File: src/rtl/turn_timer.sv
// Countdown turn timer: loads a clamped seconds value, counts down on each
// synchronized 1 Hz tick edge, supports pause/clear, and drives BCD digits.
module turn_timer #(
  parameter int MAX_SEC = 99
) (
  input  logic       clk,
  input  logic       rst,
  input  logic       tick_in,
  input  logic       start,
  input  logic       pause,
  input  logic       clear,
  input  logic [6:0] load_val,
  output logic [6:0] remaining,
  output logic [3:0] tens,
  output logic [3:0] ones,
  output logic       running,
  output logic       expired,
  output logic       done
);

  typedef enum logic [1:0] {
    IDLE = 2'd0,
    RUN  = 2'd1,
    HOLD = 2'd2,
    DONE = 2'd3
  } state_t;

  state_t     state;
  logic       tick_p0;
  logic       tick_p1;
  logic       tick_p2;
  logic       tick_evt;
  logic [6:0] load_sat;

  function automatic logic [6:0] clamp_sec(input logic [6:0] v);
    return (v > 7'(MAX_SEC)) ? 7'(MAX_SEC) : v;
  endfunction

  assign load_sat = clamp_sec(load_val);

  // Stage p0/p1: two-flop synchronizer; p2: history flop for edge detection
  always_ff @(posedge clk or negedge rst) begin
    if (!rst) begin
      tick_p0 <= 1'b0;
      tick_p1 <= 1'b0;
      tick_p2 <= 1'b0;
    end else begin
      tick_p0 <= tick_in;
      tick_p1 <= tick_p0;
      tick_p2 <= tick_p1;
    end
  end

  assign tick_evt = tick_p1 & ~tick_p2;

  // Control FSM; clear beats start, start beats pause and tick
  always_ff @(posedge clk or negedge rst) begin
    if (!rst) begin
      state     <= IDLE;
      remaining <= 7'd0;
      running   <= 1'b0;
      expired   <= 1'b0;
      done      <= 1'b0;
    end else begin
      expired <= 1'b0;
      if (clear) begin
        state     <= IDLE;
        remaining <= 7'd0;
        running   <= 1'b0;
        done      <= 1'b0;
      end else if (start) begin
        if (load_sat != 7'd0) begin
          state     <= RUN;
          remaining <= load_sat;
          running   <= 1'b1;
          done      <= 1'b0;
        end else begin
          state     <= DONE;
          remaining <= 7'd0;
          running   <= 1'b0;
          done      <= 1'b1;
          expired   <= 1'b1;
        end
      end else begin
        case (state)
          RUN: begin
            if (pause) begin
              state   <= HOLD;
              running <= 1'b0;
            end else if (tick_evt) begin
              if (remaining <= 7'd1) begin
                state     <= DONE;
                remaining <= 7'd0;
                running   <= 1'b0;
                done      <= 1'b1;
                expired   <= 1'b1;
              end else begin
                remaining <= remaining - 7'd1;
              end
            end
          end
          HOLD: begin
            if (!pause) begin
              state   <= RUN;
              running <= 1'b1;
            end
          end
          default: ;
        endcase
      end
    end
  end

  // Display digits follow remaining with no added latency
  always_comb begin
    tens = 4'd0;
    for (int d = 1; d <= 9; d++) begin
      if (remaining >= 7'(d * 10)) tens = 4'(d);
    end
    ones = 4'(remaining - 7'(tens) * 7'd10);
  end

endmodule

File: config.mk
export PLATFORM = sky130hd
export DESIGN_NAME = turn_timer
export DESIGN_NICKNAME = d
export VERILOG_FILES = /design/src/rtl/turn_timer.sv
export SDC_FILE = /design/constraint.sdc
export NUM_CORES = 1
export LEC_CHECK = 0
export BUFFER_PORTS_ARGS = -buffer_cell sky130_fd_sc_hd__buf_4
export CORE_ASPECT_RATIO = 1.5
export CORE_MARGIN = 2
export CORE_UTILIZATION = 56
export DETAILED_ROUTE_END_ITERATION = 8
export PLACE_DENSITY = 0.83
export SETUP_SLACK_MARGIN = 0.2
export SLEW_MARGIN = 20
export SYNTH_ARGS = -nofsm -noshare
export SYNTH_HDL_FRONTEND = slang
export SYNTH_SLANG_ARGS = --single-unit
File: constraint.sdc
create_clock -name clk -period 4.3 [get_ports clk]
set_input_delay 0.43 -clock clk [delete_from_list [all_inputs] [get_ports clk]]
set_output_delay 0.43 -clock clk [all_outputs]
set_load 0.02 [all_outputs]
==> results of run 1 <==
==> cell type report <==
| type | count | area (sq um) | area share, % |
|---|---|---|---|
| sequential | 15 | 375 | 26.8 |
| timing repair buffer | 31 | 235 | 16.8 |
| clock buffer | 3 | 22.5 | 1.61 |
| clock inverter | 1 | 5.00 | 0.357 |
| inverter | 13 | 48.8 | 3.49 |
| multi-input combinational | 97 | 686 | 49.0 |
| tap | 22 | 27.5 | 1.97 |
==> timing repair <==
action	4_1_cts	5_1_grt
hold buffers	1	0
endpoints found under the hold margin	15	0
resized for setup	0	0
==> critical path, cell delays in order (launching register included) <==
cell and delay [ps]:
dfrtp_1 500, inv_1 120, ha_1 190, nor3_1 140, a21oi_1 60, o31a_1 250
o22a_1 230, ha_1 210, fa_1 380, xor2_1 170, xnor2_1 190, xnor2_1 150
buf_4 160
==> flip-flops by register name, summed over array words and instances (netlist names) <==
name and count:
done 1, remaining 7, expired 1, tick_p0 1, running 1, state 2, tick_p2 1, tick_p1 1
==> stage by stage <==
step                      instance area (sq um)  instances  power [mW]  worst slack (ps)  util [%]
after floorplan                            1180        134       0.280              1050         -
after global placement                     1360        177       0.333              1320      68.1
after detailed placement                   1360        177       0.338              1170      68.1
after CTS                                  1400        182       0.421               840      69.9
after global routing                       1400        182       0.441               690      69.9
final                                      1400        182       0.417               844      69.9
==> synthesized netlist by cell type, drive strengths merged (3+ instances only) <==
cell type,count
buf,8
a21oi,8
xnor2,3
dfrtp,15
nor2,12
ha,6
nand3,9
nor3,6
nand2,10
nand2b,3
inv,13
o21ai,8
==> how the worst max path moves through the flow <==
stage | endpoint | slack, ps | depth (start not counted)
4_1_cts | ones[3] | 840 | 12
5_1_grt | ones[3] | 690 | 12
3_5_place_dp | ones[3] | 1170 | 12
2_1_floorplan | ones[3] | 1050 | 11
6_report | ones[3] | 840 | 12
3_3_place_gp | ones[3] | 1320 | 12
==> kinds of logic (layout without fill, tap and decap cells) <==
| family | after synthesis | after routing | share of synthesized area (%) |
|---|---|---|---|
| AO/OA/AOI/OAI | 32 | 32 | 18.5 |
| XOR/XNOR | 4 | 4 | 2.98 |
| adder cells (fa/ha/maj) | 7 | 7 | 8.09 |
| buffers and inverters | 22 | 48 | 9.79 |
| flip-flops | 15 | 15 | 31.9 |
| multiplexers | 3 | 3 | 2.77 |
| AND/OR/NAND/NOR | 51 | 51 | 26.0 |
==> layer usage <==
metal | vias to the layer above | global-route usage (%)
li1 | 527 | -
met1 | 530 | 25.2
met2 | 28 | 44.2
met3 | 4 | 3.63
met4 | 0 | 10.1
met5 | - | 0
==> cell usage in the layout (no fill, tap or decap), drive strengths merged, types with 2 or more instances in the layout <==
cell type   n
a211oi      2
a21oi       8
a221oi      2
a22oi       2
a32oi       2
buf        30
clkbuf      3
dfrtp      15
ha          6
inv        13
mux2        2
nand2      10
nand2b      3
nand3       9
nand4       2
nor2       12
nor2b       2
nor3        6
o21ai       8
o22ai       2
xnor2       3
==> power groups by stage <==
stage	clock network, mW	logic (mW)	registers, mW
detailed placement	0	0.168	0.170
CTS	0.0837	0.169	0.167
floorplan	0	0.113	0.167
finish	0.0810	0.168	0.167
global placement	0	0.163	0.169
global route	0.0906	0.181	0.170
==> impl_metrics.py, run 1 <==
metrics = {
    "grt": {
        "grt_use_total_pct": 23.3,
        "leftover_overflow_at_the_end_of_global_routing": 0,
        "grt_pass1_vias": 1033,
        "initial_antenna_violation_count": 0,
        "grt_max_degree": 16,
        "wire_length_of_the_first_global_routing_pass_mm": 4.52,
    },
    "sta": {
        "hold_viol_final": 0,
        "timing_worst_slew_pin_value_ps": 549,
        "setup_tns_ps": 0,
        "timing.hold.ws_ps": 248,
        "slew-limit-headroom_pct": 63.2,
        "peak_clock_frequency_supported_by_timing_mhz": 289,
        "layout_skew_ps": 4.57,
        "timing_max_transition_violations_final": 0,
        "setup-violations-final": 0,
        "fin_crit_ps": 3460,
        "unrepaired_setup_endpoints_after_global_routing": "no",
        "min_period_over_period_pct": 80.4,
    },
    "flow_run": {
        "max_cap_viols": 0,
    },
    "cts": {
        "clockRootBuffer": "clkbuf_4",
        "clock_tree.htree_level_count": 1,
        "tritoncts.num_buffers": 3,
        "cts.clk_slew.worst_paths_ps": 100,
        "cts_sinks": 15,
        "worst_skew_pair.late_latency_ps": 280,
        "ctsLongestPathBuffers": 2,
        "tritoncts_clock_tree": "yes",
        "post-cts-setup-buffer-count": 0,
    },
    "routing": {
        "wl_per_cell_um": 14.6,
        "detailroute.wirelength.met2_mm": 1.49,
        "drt.antenna.violating_nets": 0,
        "met3_length_um": 81,
        "viasPerCell": 5.98,
        "first_pass_iters": 4,
        "drt_drc_violations_left": 0,
        "drt_iter0_markers": 27,
        "routed_wirelength_mm": 2.66,
        "vias": 1089,
        "route.top_layer_used": "met4",
        "m1WireLength_mm": 1.04,
    },
    "critical_path": {
        "timing.critical_path.from_type": "register",
        "crit_start": "remaining[0]",
        "worst-r2r-setup-slack_ps": 2240,
        "crit-reg2reg-capture": "running",
        "critPathMaxFanout": 8,
        "crit_arrival_ps": 3030,
        "critical_path.endpoint_type": "output pin",
        "cp.required_ps": 3870,
        "r2r_start": "remaining[1]",
        "timing_worst_setup_path_type": "reg2out",
        "reg2reg_depth": 7,
    },
    "logic_synthesis": {
        "syn-mean-instance-area_sq_um": 8.78,
        "leading_cell_types_by_total_area_after_synthesis": "dfrtp_1 (32%), ha_1 (6.4%), inv_1 (4.1%)",
        "syn_area_sq_um": 1180,
        "synth_nets": 154,
        "synth.distinct_cells": 44,
        "ys.warnings.count": 0,
        "post_synth_inst_count": 134,
        "synth.ff_latch_count": 15,
        "synth-seq-area-share_pct": 31.9,
        "count_of_flip_flops_with_a_built_in_enable_after_synthesis": 0,
        "synthDominantCellAreaShare_pct": 31.9,
        "async_reset_ff_share_pct": 100,
        "ys_dominant_reg_cell": "dfrtp_1",
        "synth_top_cell_by_area": "dfrtp_1",
    },
    "final_layout": {
        "antenna_cells": 0,
        "drive_above_1_share_pct": 28.1,
        "num-nets-final": 181,
        "fillCellCount": 159,
        "area.growth.synth_to_final_pct": 19.0,
    },
    "power": {
        "power_leakage_nw": 0.633,
        "power.combinational.fraction_pct": 40.3,
        "power_density_nw_per_um2": 298,
        "power.sequential.fraction_pct": 40.2,
        "switching_power_mw": 0.157,
        "clock_power_share_pct": 19.4,
        "worst_ir_drop_vdd_mv": 0.256,
        "internal_power_mw": 0.260,
        "p_sw_share_pct": 37.7,
    },
    "floorplanning": {
        "dieHeight_um": 60.1,
        "core_sq_um": 2000,
        "die_w_um": 41.4,
        "fp-row-count": 20,
        "floorplan.initialDensity_pct": 58.7,
        "io_pins": 31,
        "die_area_sq_um": 2490,
    },
    "worst_hold_path": {
        "hp-start": "tick_in",
        "min_path_cells": 1,
        "worst_hold_path_type": "in2reg",
        "whs_endpoint": "tick_p0",
    },
    "outcome": {
        "status": "complete, no violations",
    },
    "placed_design": {
        "hpwlAfterDp_mm": 2.10,
        "placement.io_buffers": 30,
        "gp_congestion": 0.895,
    },
}
Power figures use the tool's default switching activity.
==> run 2: changes to the inputs <==
--- a/config.mk
+++ b/config.mk
@@ -8,9 +8,9 @@
 export BUFFER_PORTS_ARGS = -buffer_cell sky130_fd_sc_hd__buf_4
 export CORE_ASPECT_RATIO = 1.5
 export CORE_MARGIN = 2
-export CORE_UTILIZATION = 56
+export CORE_UTILIZATION = 52
 export DETAILED_ROUTE_END_ITERATION = 8
-export PLACE_DENSITY = 0.83
+export PLACE_DENSITY = 0.78
 export SETUP_SLACK_MARGIN = 0.2
 export SLEW_MARGIN = 20
 export SYNTH_ARGS = -nofsm -noshare
==> constraint.sdc (replaced) <==
create_clock -name clk -period 3.2 [get_ports clk]
set_input_delay 0.32 -clock clk [delete_from_list [all_inputs] [get_ports clk]]
set_output_delay 0.32 -clock clk [all_outputs]
set_load 0.02 [all_outputs]
==> run 2 against run 1 <==
Against the previous run:
- sequential share of layout area down 1.8 points
- combinational power up 64%
- global-route usage up 1.3 points
- first-iteration DRC count up 63%
- final cell count up 5.5%
- worst setup slack worse by 680 ps
==> impl_metrics.py, run 2 (same netlist as run 1, synthesis figures left out) <==
metrics = {
    "final_layout": {
        "finish.instance_area_sq_um": 1520,
        "top_regs": "remaining x7, state x2",
        "antenna_cells": 0,
        "layout_commonest_cell": "buf_4",
        "largest_reg_flops": 7,
        "largest_register_by_flop_count": "remaining",
        "drive_above_1_share_pct": 38.5,
        "num-nets-final": 190,
        "layout_common_cells": "buf_4 (38), inv_1 (12), nor2_1 (11), dfrtp_1 (11), nand2_1 (10)",
        "area.growth.synth_to_final_pct": 29.3,
        "fillCellCount": 181,
    },
    "cts": {
        "cts_sinks": 15,
        "ctsLongestPathBuffers": 2,
        "tritoncts.num_buffers": 3,
        "clockRootBuffer": "clkbuf_4",
        "clock_tree.htree_level_count": 1,
        "cts.clk_slew.worst_paths_ps": 80,
        "worst_skew_pair.late_latency_ps": 290,
        "tritoncts_clock_tree": "yes",
    },
    "routing": {
        "drt.antenna.violating_nets": 0,
        "first_pass_iters": 4,
        "m1WireLength_mm": 1.10,
        "detailroute.wirelength.met2_mm": 1.69,
        "wl_per_cell_um": 16.1,
        "drt_iter0_markers": 44,
        "drt_drc_violations_left": 0,
        "viasPerCell": 6.08,
        "vias": 1168,
        "route.top_layer_used": "met4",
        "routed_wirelength_mm": 3.09,
        "met3_length_um": 129,
    },
    "sta": {
        "setup_tns_ps": 0,
        "layout_skew_ps": 0.671,
        "fin_crit_ps": 3040,
        "timing_worst_slew_pin_value_ps": 576,
        "hold_viol_final": 0,
        "timing.hold.ws_ps": 135,
        "setup-violations-final": 0,
        "peak_clock_frequency_supported_by_timing_mhz": 329,
        "unrepaired_setup_endpoints_after_global_routing": "yes",
        "timing_max_transition_violations_final": 0,
        "slew-limit-headroom_pct": 61.4,
        "min_period_over_period_pct": 94.8,
    },
    "critical_path": {
        "timing_worst_setup_path_type": "reg2out",
        "r2r_start": "remaining[1]",
        "crit_arrival_ps": 2720,
        "cp.required_ps": 2880,
        "timing.critical_path.from_type": "register",
        "critPathMaxFanout": 3,
        "crit-reg2reg-capture": "state[0]",
        "reg2reg_depth": 9,
        "worst-r2r-setup-slack_ps": 1140,
        "critical_path.endpoint_type": "output pin",
    },
    "floorplanning": {
        "die_area_sq_um": 2670,
        "io_pins": 31,
        "floorplan.initialDensity_pct": 53.9,
        "fp-row-count": 21,
        "die_w_um": 42.8,
        "dieHeight_um": 62.2,
        "core_sq_um": 2180,
    },
    "grt": {
        "grt_use_total_pct": 24.6,
        "grt_max_degree": 16,
        "leftover_overflow_at_the_end_of_global_routing": 0,
        "initial_antenna_violation_count": 0,
        "wire_length_of_the_first_global_routing_pass_mm": 5.06,
        "grt_pass1_vias": 1188,
    },
    "worst_hold_path": {
        "worst_hold_path_type": "in2reg",
        "min_path_cells": 1,
        "hp-start": "tick_in",
        "whs_endpoint": "tick_p0",
    },
    "power": {
        "clock_power_share_pct": 18.1,
        "internal_power_mw": 0.378,
        "p_sw_share_pct": 37.1,
        "power.sequential.fraction_pct": 36.1,
        "power_leakage_nw": 0.682,
        "power_density_nw_per_um2": 395,
        "worst_ir_drop_vdd_mv": 0.365,
        "switching_power_mw": 0.223,
        "power.combinational.fraction_pct": 45.8,
    },
    "placed_design": {
        "dpl-instance-area_sq_um": 1400,
        "placement.io_buffers": 30,
        "gp_congestion": 0.850,
        "hpwlAfterDp_mm": 2.40,
    },
    "flow_run": {
        "max_cap_viols": 0,
    },
    "outcome": {
        "status": "complete, no violations",
    },
}
run 2: worst max path at each step:
stage	start	end	slack, ps
6_report	remaining[0]	ones[3]	160
5_1_grt	remaining[0]	ones[3]	80
4_1_cts	remaining[1]	ones[3]	180
3_5_place_dp	remaining[0]	ones[3]	230
3_3_place_gp	remaining[0]	ones[3]	330
2_1_floorplan	remaining[0]	ones[3]	250
run 2: timing repair:
action                                  4_1_cts  5_1_grt
resized for setup                             8        4
endpoints found under the setup margin        1        1
hold buffers                                  1        0
hold endpoints to repair                     15        0
pin swaps                                     5        5
setup buffers                                 4        1
run 2: power by group through the flow:
stage	Combinational, mW	Sequential, mW	Clock [mW]
6_report	0.275	0.217	0.109
5_1_grt	0.297	0.219	0.123
4_1_cts	0.263	0.216	0.112
3_5_place_dp	0.247	0.221	0
3_3_place_gp	0.240	0.220	0
2_1_floorplan	0.158	0.224	0
run 2: routing by layer:
metal	vias up	global-route usage, %
met5	-	0
met3	20	2.62
met4	0	17.6
met2	61	44.3
met1	543	24.7
li1	544	-
run 2: cell type report:
type | count | area (sq um) | share of cell area [%]
Inverter | 13 | 48.8 | 3.21
Multi-Input combinational cell | 97 | 729 | 48.0
Sequential cell | 15 | 380 | 25.0
Timing Repair Buffer | 40 | 307 | 20.2
Tap cell | 23 | 28.8 | 1.89
Clock buffer | 4 | 26.3 | 1.73
run 2: metrics by stage:
| step | total power [mW] | setup slack [ps] | cells | util [%] |
|---|---|---|---|---|
| finish | 0.600 | 165 | 192 | 69.7 |
| global route | 0.639 | 79.3 | 192 | 69.7 |
| CTS | 0.591 | 184 | 191 | 68.3 |
| detailed placement | 0.469 | 227 | 182 | 64.3 |
| global placement | 0.460 | 328 | 182 | 64.3 |
| floorplan | 0.382 | 250 | 134 | - |
run 2: worst max-delay path, stage by stage (launching register included):
cell and delay, ps:
dfrtp_2 380, inv_2 50, ha_2 170, nor3_2 160, a21oi_1 60, o31a_1 240
o22a_1 220, ha_2 190, fa_2 350, xor2_2 160, xnor2_2 170, xnor2_2 130
buf_4 160
